==> config.mk <==
export PLATFORM = sky130hd
export DESIGN_NAME = in_port_ctrl
export DESIGN_NICKNAME = d
export VERILOG_FILES = /design/src/rtl/in_port_ctrl.sv
export SDC_FILE = /design/constraint.sdc
export NUM_CORES = 1
export LEC_CHECK = 0
export CAP_MARGIN = 5
export CORE_MARGIN = 5
export CORE_UTILIZATION = 47
export CTS_CLUSTER_DIAMETER = 150
export DETAILED_ROUTE_END_ITERATION = 10
export GPL_TIMING_DRIVEN = 0
export HOLD_SLACK_MARGIN = 0.03
export PLACE_DENSITY = 0.88
export SETUP_SLACK_MARGIN = 0.1
export SYNTH_ARGS = -nofsm -noshare
export SYNTH_HDL_FRONTEND = slang
export SYNTH_SLANG_ARGS = --single-unit
==> constraint.sdc <==
create_clock -name clk -period 4.3 [get_ports clk]
set_input_delay 1.29 -clock clk [delete_from_list [all_inputs] [get_ports clk]]
set_output_delay 1.29 -clock clk [all_outputs]
set_load 0.005 [all_outputs]
==> src/rtl/in_port_ctrl.sv <==
// in_port_ctrl: input-side peripheral for the TramelBlaze processor.
// Synchronizes the switch inputs and counts button events. Raises a held
// interrupt on each event until the processor acknowledges it. Returns switch,
// status or count data on in_port according to port_id. Reads of the status
// and count ports clear the corresponding registers.
// Optional macro IN_PORT_CTRL_SYNC2_EN selects a two-flop switch synchronizer;
// without it a single register stage samples sw (sw must then be synchronous).
module in_port_ctrl #(
    parameter int SW_W = 16
) (
    input  logic            clk,
    input  logic            reset,
    input  logic [SW_W-1:0] sw,
    input  logic            evt,
    input  logic [15:0]     port_id,
    input  logic            read_strobe,
    input  logic            int_ack,
    output logic [15:0]     in_port,
    output logic            interrupt
);

    localparam logic [15:0] PORT_SW     = 16'h0000;
    localparam logic [15:0] PORT_STATUS = 16'h0001;
    localparam logic [15:0] PORT_COUNT  = 16'h0002;
    localparam logic [15:0] CNT_MAX     = 16'hFFFF;

    logic [SW_W-1:0] sw_q;
    logic [15:0]     cnt;
    logic            ovf;
    logic            pend;
    logic [15:0]     sw_ext;
    logic            rd_status;
    logic            rd_count;
    logic            cnt_full;

    assign rd_status = read_strobe && (port_id == PORT_STATUS);
    assign rd_count  = read_strobe && (port_id == PORT_COUNT);
    assign cnt_full  = (cnt == CNT_MAX);

`ifdef IN_PORT_CTRL_SYNC2_EN
    logic [SW_W-1:0] sw_meta;

    // Two-flop synchronizer: sw is asynchronous to clk, so a metastable first stage is tolerated
    always_ff @(posedge clk or negedge reset) begin
        if (!reset) begin
            sw_meta <= '0;
            sw_q    <= '0;
        end else begin
            sw_meta <= sw;
            sw_q    <= sw_meta;
        end
    end
`else
    // Single sampling stage for switch buses that are already clk-synchronous
    always_ff @(posedge clk or negedge reset) begin
        if (!reset) begin
            sw_q <= '0;
        end else begin
            sw_q <= sw;
        end
    end
`endif

    // Event counter: saturates at all-ones; a count read clears it without losing a coincident event
    always_ff @(posedge clk or negedge reset) begin
        if (!reset) begin
            cnt <= '0;
        end else if (rd_count) begin
            cnt <= evt ? 16'd1 : 16'd0;
        end else if (evt && !cnt_full) begin
            cnt <= cnt + 16'd1;
        end
    end

    // Overflow flag: a saturating event wins over a status read in the same cycle
    always_ff @(posedge clk or negedge reset) begin
        if (!reset) begin
            ovf <= 1'b0;
        end else if (evt && cnt_full) begin
            ovf <= 1'b1;
        end else if (rd_status) begin
            ovf <= 1'b0;
        end
    end

    // Interrupt pending: events set it (set wins over ack), only int_ack clears it
    always_ff @(posedge clk or negedge reset) begin
        if (!reset) begin
            pend <= 1'b0;
        end else if (evt) begin
            pend <= 1'b1;
        end else if (int_ack) begin
            pend <= 1'b0;
        end
    end

    assign interrupt = pend;

    // Zero-extend the switch snapshot to the 16-bit data bus
    always_comb begin
        sw_ext            = '0;
        sw_ext[SW_W-1:0]  = sw_q;
    end

    // Read mux: combinational so the processor sees data in the same cycle as port_id
    always_comb begin
        in_port = 16'h0000;
        case (port_id)
            PORT_SW:     in_port = sw_ext;
            PORT_STATUS: in_port = {cnt[7:0], 6'b000000, ovf, pend};
            PORT_COUNT:  in_port = cnt;
            default:     in_port = 16'h0000;
        endcase
    end

endmodule

-- Yosys cells after proc, flatten, opt, wreduce, memory -nomap -nowiden
Index checks and enable logic that the tools add are counted.
W data, S select, Z words.
- bits in registers: 34
- word-level logic and storage cells: 25
- add/subtract/negate cells: 1
- equal/unequal tests: 3
- muxes and demuxes: 8
- reductions and logical operators: 9
- operators by type and width (cell ; count):
    $pmux W16 S3 ; 1
    $mux W16 ; 2
    $add A16 B1 Y16 const B ; 1
    $eq A16 B1 Y1 const B ; 1
    $eq A16 B16 Y1 const B ; 1
    $eq A16 B2 Y1 const B ; 1
    $logic_not A16 Y1 ; 1
    $reduce_bool A2 Y1 ; 3
    $mux W1 ; 5
    $logic_and A1 B1 Y1 ; 4
    $logic_not A1 Y1 ; 1

-- Longest topological paths before layout
Gate-level depths: netlist of the first run.
- depth after elaboration: 5
- depth in mapped cells: 5
- depth with buffers taken out: 5

-- Worst setup path after synthesis of the first run
OpenSTA, ideal clock, no wires.
- path kind: input port to output port
- start point: input port port_id[12]
- end point: output port in_port[10]
- arrival: 2544 ps
- required time: 3010 ps
- slack: 466 ps
- stages: 5
- path buffers: 1
- path through: nor4_1 nand4_1 nor3_2 buf_2 a221o_1
- cells in the longest elaborated chain, start to end: 2
- elaborated cells between the ends (all ways): 4
- those cells by class: eq/ne: 2; mux: 1; reduce/logical: 1
- ends and longest elaborated chain (item ; RTL line ; source):
    start, declared ; 15 ; input logic [15:0] port_id,
    $eq A16 B2 Y1 (tied with other cells) ; 108 ; case (port_id)
    $pmux W16 S3 * ; 108 ;
    end, declared ; 18 ; output logic [15:0] in_port,
Every way passes the cells marked *; elsewhere a longest branch is shown, timed or not.

-- Worst setup path after layout of the first run
- start point: input port port_id[7]
- end point: output port in_port[9]
The elaborated chain is that of the path after synthesis.

==> metrics.cfg, run 1 <==
[global_routing]
grt_start_max_net_pins=35
grt_overflow=0
antenna_found_initial=0
grt.total_usage_pct=23.5
grt_pass1_vias=1896
grt_pass1_wl_mm=9.19

[power_and_ir_drop]
comb_power_share_pct=20.8
power_density_nw_per_um2=311
p_seq_share_pct=48.4
p_int_mw=0.559
p_leak_nw=1.17
peakVddDrop_v=0.000265
p_sw_mw=0.253
switching_share_pct=31.2
p_clk_share_pct=30.8

[critical_path]
worstPathRequired_ns=3.01
path_max_fanout=3
cp_data_arrival_time_ns=2.85
crit_type=in -> out
cp-start-kind=input pin
endpoint_kind=output pin

[placed_design]
port_buffers=52
postPlaceCellArea_um2=2360
dp_hpwl_mm=3.47
gp_congestion=0.853

[die]
start_util_pct=48.5
die_h_um=71.7
die_width_um=71.7
die-area_um2=5140
ios=54
rows=22
coreArea_um2=3690

[route]
route.met3.wl_um=420
num_vias=1784
wl_met1_mm=2.26
viasPerCell=6.09
drc=0
finalWirelength_mm=5.76
met2_length_mm=2.87
post_drt_wl_per_cell_um=19.7
dr.pass1.iters=5
ant_nets=0
drt_iter0_drc=184
top_layer=met4

[logic_synthesis]
syn_avg_cell_area_um2=10.8
synth_edf_count=0
yosysUniqueCellTypes=47
yosys.area.top_type_share_pct=47.6
syn-num-nets=203
syn_area_um2=1790
synth_top_cell_by_area=dfrtp_1
ys_warn_count=0
synth_flop_cell=dfrtp_1
ys_seq_area_share_pct=47.6
synthCells=165
ys_seq_elements=34
synth_area_leaders=dfrtp_1, a221o_1, and2_1
synth-async-reset-ratio_pct=100

[sta]
finalClockSkew_ns=0.00365
setup_viol=0
period_minus_slack_ns=4.14
rsz0062_at_grt=no
tns_ns=0
finalCritPeriodShare_pct=96.2
relSlewSlack_pct=46.2
whs_ns=0.498
final-hold-violation-count=0
tightest_slew_ns=0.800
report.final.slew_viol_count=0
fmax_ghz=0.242

[run_status]
status=finished, final reports clean

[layout]
multi_input_area_um2=886
nNetsFinal=282
diodes=0
drive_gt1_share_pct=30.6
seq_area_um2=851
design_area_um2=2610
n_fill_cell=269
area_delta_synth_final_pct=46.1

[cts]
insertion_delay_ns=0.29
cts_sinks=34
cts.clk_slew.worst_paths_ns=0.07
cts_tree=built
clockBufferDepth=2
cts_buffers=5
htreeDepth=2
cts-root-buf=clkbuf_8

[flow_run]
cap_violations=0

[worst_hold_path]
hold_path.class=reg -> reg

-- layout make-up --
class                   instances  area share (%)
multi-input cells             114            33.9
flip-flops and latches         34            32.6
repair buffers                 72            23.0
plain buffers                  10            3.64
clock buffers                   6            3.16
well taps                      48            2.30
inverters                       7            1.01
clock inverters                 2           0.479
-- cells in the mapped netlist (3+ instances only) --
cell      instances
and4_1            4
and2_1            9
o21ai_0           3
dfrtp_1          34
a21oi_1           6
a221o_1          10
nand4_1           6
inv_1             7
a211oi_1          5
nor2_1            8
mux2i_1           3
nor3_1            9
or3_1             3
nand2_1           5
nand3_1           5
a22o_1            6
nor4_1            6
-- through the flow --
stage | std cells | utilization (%) | setup WS (ns) | power [mW]
final | 293 | 70.9 | 0.163 | 0.813
after global routing | 293 | 70.9 | 0.108 | 0.854
after CTS | 292 | 71.2 | 0.110 | 0.809
after detailed placement | 265 | 64.1 | -0.837 | 0.562
after global placement | 265 | 64.2 | -0.822 | 0.552
after floorplan | 165 | - | 0.466 | 0.488
-- power by group through the flow --
stage / logic [mW] / clock network [mW] / registers [mW]
2_1_floorplan: 0.101 / 0 / 0.387
3_3_place_gp: 0.158 / 0 / 0.394
3_5_place_dp: 0.164 / 0 / 0.397
4_1_cts: 0.165 / 0.253 / 0.391
5_1_grt: 0.186 / 0.270 / 0.398
6_report: 0.169 / 0.250 / 0.393
-- repair_timing --
action,in CTS,in global routing
pin swaps,10,7
cloned,1,0
endpoints found under the setup margin,16,16
setup buffers,18,1
gates resized for setup,109,13
hold buffers,0,0
-- sequential cells by signal (all words and copies together) (netlist names) --
register	cells
interrupt	1
sw_ext	16
ovf	1
cnt	16
-- worst paths after layout --
kind,start,endpoint,slack [ns],cells after the start
worst max register to register,cnt[0],cnt[1],2.05,5
min in group asynchronous,reset,sw_ext[11],1.06,1
max in group asynchronous,reset,sw_ext[3],2.77,1
worst max-delay path,port_id[7],in_port[9],0.16,10
worst min-delay path,interrupt,interrupt,0.50,1
worst min register to register,interrupt,interrupt,0.50,1
-- layer usage --
| metal | up-vias | GRT usage, % |
|---|---|---|
| li1 | 801 | - |
| met1 | 870 | 28.5 |
| met2 | 94 | 38.1 |
| met3 | 19 | 5.89 |
| met4 | 0 | 12.7 |
| met5 | - | 0 |
-- kinds of logic (layout without fill, tap and decap cells) --
logic type / count (synthesis) / in the layout / synth area share (%)
AO/OA/AOI/OAI: 40 / 40 / 18.9
XOR/XNOR: 1 / 1 / 0.490
adder cells (fa/ha/maj): 1 / 1 / 0.699
buffers and inverters: 17 / 97 / 6.01
flip-flops: 34 / 34 / 47.6
multiplexers: 3 / 3 / 1.68
AND/OR/NAND/NOR: 69 / 69 / 24.7
-- cell usage in the layout (no fill, tap or decap), types with 3 or more instances in the layout --
cell type         n
mux2i_1           3
clkbuf_8          8
clkbuf_2          7
nand4_1           6
and2_1            9
and4_1            4
buf_4            12
nand3_1           5
dlygate4sd2_1     4
buf_6            14
buf_2            16
a21oi_1           6
nor2_1            8
clkdlybuf4s15_1   8
clkdlybuf4s50_1  19
nand2_1           5
a221o_1          10
o21ai_0           3
nor3_1            9
inv_1             7
nor4_1            3
dfrtp_1          34
a22o_1            6
a211oi_1          5
or3_1             3
-- critical path, stage by stage --
cell and delay [ns]:
clkbuf_2 0.11, nor4_4 0.30, nand4_1 0.15, buf_6 0.15
nor3_4 0.24, buf_6 0.15, buf_6 0.10, buf_4 0.10
a221o_1 0.13, buf_2 0.12
Power figures use the tool's default switching activity.
==> inputs of run 2 (changes only) <==
CORE_ASPECT_RATIO = 1.2   (was default)
==> run 2 against run 1 <==
  * Non-clock buffer count up 1
  * Critical endpoint is now in_port[0]
  * Clock power barely moved
  * Fmax fell by 1.6%
  * Register-to-register slack about the same
  * Largest power group unchanged
==> metrics.cfg, run 2 (synthesized netlist as in run 1, its figures left out) <==
[placed_design]
placed_cells=269
place_ws_ns=-0.856
dp_hpwl_mm=3.32
port_buffers=52
gp_congestion=0.815

[critical_path]
crit_slowest_cell=nor4_4
cp_cell_sequence=buf_6 -> nor4_4 -> nand4_1 -> buf_6 -> buf_6 -> nor3_4 -> buf_6 -> buf_6 -> a221o_1 -> buf_2
endpoint_kind=output pin
crit_type=in -> out
cp_data_arrival_time_ns=2.91
path_max_fanout=5
slowest_delay_ns=0.31
path_delay_family=buffers and inverters
worstPathRequired_ns=3.01
crit_buf_inv=6
cp-start-kind=input pin
crit_path_frequent_cell=buf_6

[sta]
finalCritPeriodShare_pct=97.7
fmax_ghz=0.238
setup_viol=0
period_minus_slack_ns=4.20
rsz0062_at_grt=yes
report.final.slew_viol_count=0
final-hold-violation-count=0
tns_ns=0
relSlewSlack_pct=48.1
fin_ws_ns=0.0980
finalClockSkew_ns=0.00526
whs_ns=0.510
tightest_slew_ns=0.772

[flow_run]
cap_violations=0

[global_routing]
grt_overflow=0
grt_pass1_vias=1837
grt_pass1_wl_mm=9.07
grt.total_usage_pct=23.3
antenna_found_initial=0
grt_start_max_net_pins=35

[layout]
area_delta_synth_final_pct=47.9
layout.cells.non_filler=298
drive_gt1_share_pct=33.3
diodes=0
final_cell_mix=dfrtp_1, buf_6, clkdlybuf4s50_1
n_fill_cell=262
nNetsFinal=283
layout_commonest_cell=dfrtp_1
final_util_pct=72.2

[cts]
htreeDepth=2
cts_tree=built
cts_sinks=34
insertion_delay_ns=0.29
cts.clk_slew.worst_paths_ns=0.07
cts_buffers=5
ctsHoldBuffers=0
clockBufferDepth=2
cts-root-buf=clkbuf_8

[power_and_ir_drop]
power_density_nw_per_um2=307
peakVddDrop_v=0.000282
p_leak_nw=1.19

[die]
die-area_um2=5150
start_util_pct=48.8
rows=24
die_width_um=66.3
coreArea_um2=3660
die_h_um=77.6
ios=54

[route]
ant_nets=0
drt_iter0_drc=58
num_vias=1755
viasPerCell=5.89
dr.pass1.iters=4
drc=0
post_drt_wl_per_cell_um=18.5
finalWirelength_mm=5.50

[worst_hold_path]
hold_path.class=reg -> reg

[run_status]
status=finished, final reports clean

## run 2: changes by cell type in the layout (fill, tap and decap cells not counted)
| cell | previous run | this run |
|---|---|---|
| buf_6 | 14 | 22 |
| clkdlybuf4s15_1 | 8 | 3 |
| buf_4 | 12 | 8 |
| buf_2 | 16 | 18 |
| clkbuf_4 | 0 | 1 |
| dlygate4sd2_1 | 4 | 3 |
| nor4_2 | 1 | 0 |
| nor4_4 | 2 | 3 |
## run 2: power by group
group	internal, mW	total, mW	switching (mW)
logic	0.0776	0.169	0.0913
registers	0.355	0.393	0.0376
clock network	0.129	0.250	0.121
total	0.561	0.811	0.250
## run 2: layout make-up
class | count | area (um^2) | area share [%]
multi-input cells | 114 | 895 | 33.8
flip-flops and latches | 34 | 851 | 32.2
repair buffers | 73 | 617 | 23.3
plain buffers | 10 | 97.6 | 3.69
clock buffers | 6 | 82.6 | 3.12
well taps | 52 | 65.1 | 2.46
inverters | 7 | 26.3 | 0.993
clock inverters | 2 | 12.5 | 0.473
## run 2: final timing paths
path	startpoint	end	slack (ns)	depth (start not counted)
setup / recovery	port_id[13]	in_port[0]	0.1	10
hold / removal	interrupt	interrupt	0.51	1
setup reg to reg	cnt[0]	cnt[0]	2.04	5
hold reg to reg	interrupt	interrupt	0.51	1
max in group asynchronous	reset	cnt[7]	2.76	1
min in group asynchronous	reset	sw_ext[11]	1.06	1
## run 2: worst register-to-register path, cell delays in order, from the launching register on
cell and delay (ns):
dfrtp_1 0.49, ha_1 0.29, nand4_2 0.31, nor4_1 0.66, nor3b_1 0.12, a211o_1 0.29
## run 2: metrics by stage
stage               cell area, um^2  total power, mW
floorplan                      1790            0.488
global placement               2370            0.553
detailed placement             2370            0.559
CTS                            2630            0.807
global route                   2650            0.851
finish                         2650            0.811
## run 2: timing repair
item | CTS | global route
setup buffers | 19 | 0
gates cloned | 2 | 0
pin swaps | 14 | 13
resized for setup | 113 | 24
setup endpoints to repair | 16 | 16
## run 2: layer usage
metal  GRT usage [%]  vias to the layer above  wire [um]
li1                -                      804          -
met1            27.9                      848       2070
met2            38.6                       82       2870
met3            5.35                       21        343
met4            12.0                        0        223
met5               0                        -          0
==> variant: new RTL, flow settings as in run 2 <==
The option `IN_PORT_CTRL_SYNC2_EN` is turned on by a define.
--- a/src/rtl/in_port_ctrl.sv
+++ b/src/rtl/in_port_ctrl.sv
@@ -6,4 +6,6 @@
 // Optional macro IN_PORT_CTRL_SYNC2_EN selects a two-flop switch synchronizer;
 // without it a single register stage samples sw (sw must then be synchronous).
+`define IN_PORT_CTRL_SYNC2_EN
+
 module in_port_ctrl #(
     parameter int SW_W = 16
Function: changed (a bounded check fails within 4 cycles, from zero or initial values and one cycle with reset low).
==> variant against run 2 <==
Synthesized area is 19% higher. Global-route usage shrank 1.6 points. Critical path depth up 1. Total power rose by 27%. Sequential cell count is 16 higher. First-iteration DRC count increased by 150%. Worst setup slack got worse by 29 ps. Cell area up 16%. Routed wire length rose by 30%. Worst hold slack lost 160 ps. Maximum frequency decreased by 0.69%. Critical path type unchanged. Die area up 16%. Largest cell class is now registers. Highest routed layer unchanged.
==> variant: results (changes against run 2) <==
clock_tree:
  insertion_delay_ps: 310  # +20 ps
  cts_root_buf: "clkbuf_8"
  htreeDepth: 2  # unchanged
  clkTransAtPathRegs_ps: 90  # +20 ps
  cts_buffers: 5  # unchanged
  ctsLongestPathBuffers: 2  # unchanged
setup_path:
  critPathMaxStageDelay_ps: 340  # +30 ps
  crit_path_max_fanout: 3  # -2
  crit_arrival_ps: 2940  # +30 ps
  cpMaxStageDelayCell: "nor4_4"
grt:
  met3_usage: 0.0494  # -0.00407
  grt_start_max_net_pins: 40  # +14%
  use_met1: 0.254  # -0.0254
  antenna_found_initial: 0  # unchanged
  grt_use_total: 0.218  # -0.0158
  met2_usage: 0.358  # -0.0284
  grt_pass1_wl_um: 10100  # +12%
detailed_routing:
  drt_iter0_drc: 143  # +150%
  met3WireLength_um: 703  # +100%
  wl_met2_um: 3580  # +25%
  wl_met1_um: 2450  # +19%
  num_vias: 2128  # +21%
  drt-pass1-iter-count: 5  # +1
  dr.max_layer_used: "met4"
  totalWireLength_um: 7120  # +30%
place:
  place.gp.congestion: 0.812  # -0.32%
  placed_area_um2: 2740  # +16%
  hpwlAfterDp_um: 3820  # +15%
timing:
  tightest_slew_ps: 578  # -195 ps
  finalClockSkew_ps: 4.70  # -0.562 ps
  drv_slew: 0  # unchanged
power:
  power.leakage_nw: 1.36  # +15%
  ir_drop_uv: 247  # -12%
synthesis:
  synth_xor_xnor_area_share: 0  # -0.00490
  synth_fa_ha_area_frac: 0.00586  # -0.00113
  synth_ff_type: "dfrtp_1"
  ys_top_cells_by_count: "50 x dfrtp_1, 10 x a21oi_1, 10 x a221o_1, 10 x nand3_1, 10 x or4_1"
  synth-compound-area-share: 0.169  # -0.0200
  synth_mux_area_frac: 0.0141  # -0.00272
  syn_nets: 222  # +9.4%
  synth_cell_types: 36  # -23%
  synthTopCellsByArea: "dfrtp_1 59%, a221o_1 4.7%, or4_1 3.5%"
  yosys_warnings: 0  # unchanged
  postSynth.asyncResetShare: 1.00  # unchanged
  yosysSeqAreaShare: 0.586  # +0.111
final_layout:
  nNetsFinal: 306  # +8.1%
  drive_above_1_share: 0.280  # -0.0535
  fillCellCount: 253  # -3.4%
  diodes: 0  # unchanged
run_status:
  outcome: "finished clean"
worst_hold_path:
  hold_class: "reg2reg"
==> variant: cell count changes after synthesis, sizes merged, moves of 4 or more <==
cell,run 2,this run
dfrtp,34,50
or4,2,10
o21ai,3,7
o31ai,2,8
nand3,5,10
nor3,11,5
==> variant: repair_timing <==
action                                  4_1_cts  5_1_grt
endpoints found under the hold margin         0        0
setup buffers                                17        5
endpoints found under the setup margin       16       16
gates cloned                                  1        1
gates resized for setup                     124       18
pin swaps                                    16       13
==> variant: cell type report <==
| class | count | area, um^2 | share of cell area |
|---|---|---|---|
| flip-flops and latches | 50 | 1250 | 0.409 |
| multi-input cells | 119 | 885 | 0.289 |
| repair buffers | 77 | 681 | 0.222 |
| well taps | 56 | 70.1 | 0.0229 |
| clock buffers | 5 | 68.8 | 0.0225 |
| plain buffers | 8 | 62.6 | 0.0204 |
| inverters | 7 | 26.3 | 0.00858 |
| clock inverters | 2 | 17.5 | 0.00572 |
==> variant: through the flow <==
step,utilization,setup slack (ps),std cells,power (W)
2_1_floorplan,-,430,184,0.000643
3_3_place_gp,0.630,-811,292,0.000714
3_5_place_dp,0.633,-887,293,0.000724
4_1_cts,0.691,103,318,0.000994
5_1_grt,0.708,20.9,324,0.00106
6_report,0.708,68.9,324,0.00103
==> variant: path summary, 6_finish.rpt <==
check                       startpoint          end  slack (ps)  depth (start not counted)
max in group asynchronous        reset       cnt[4]        2970                          2
max reg2reg                     cnt[0]       cnt[1]        2090                          6
min in group asynchronous        reset       cnt[7]         850                          1
min                         sw_meta[8]    sw_ext[8]         350                          0
max                        port_id[13]  in_port[11]          70                         11
min reg2reg                 sw_meta[8]    sw_ext[8]         350                          0
==> variant: power by group <==
group	internal [W]	switching, W
registers	0.000513	0.0000689
clock network	0.000116	0.000157
logic	0.0000697	0.000102
total	0.000699	0.000328
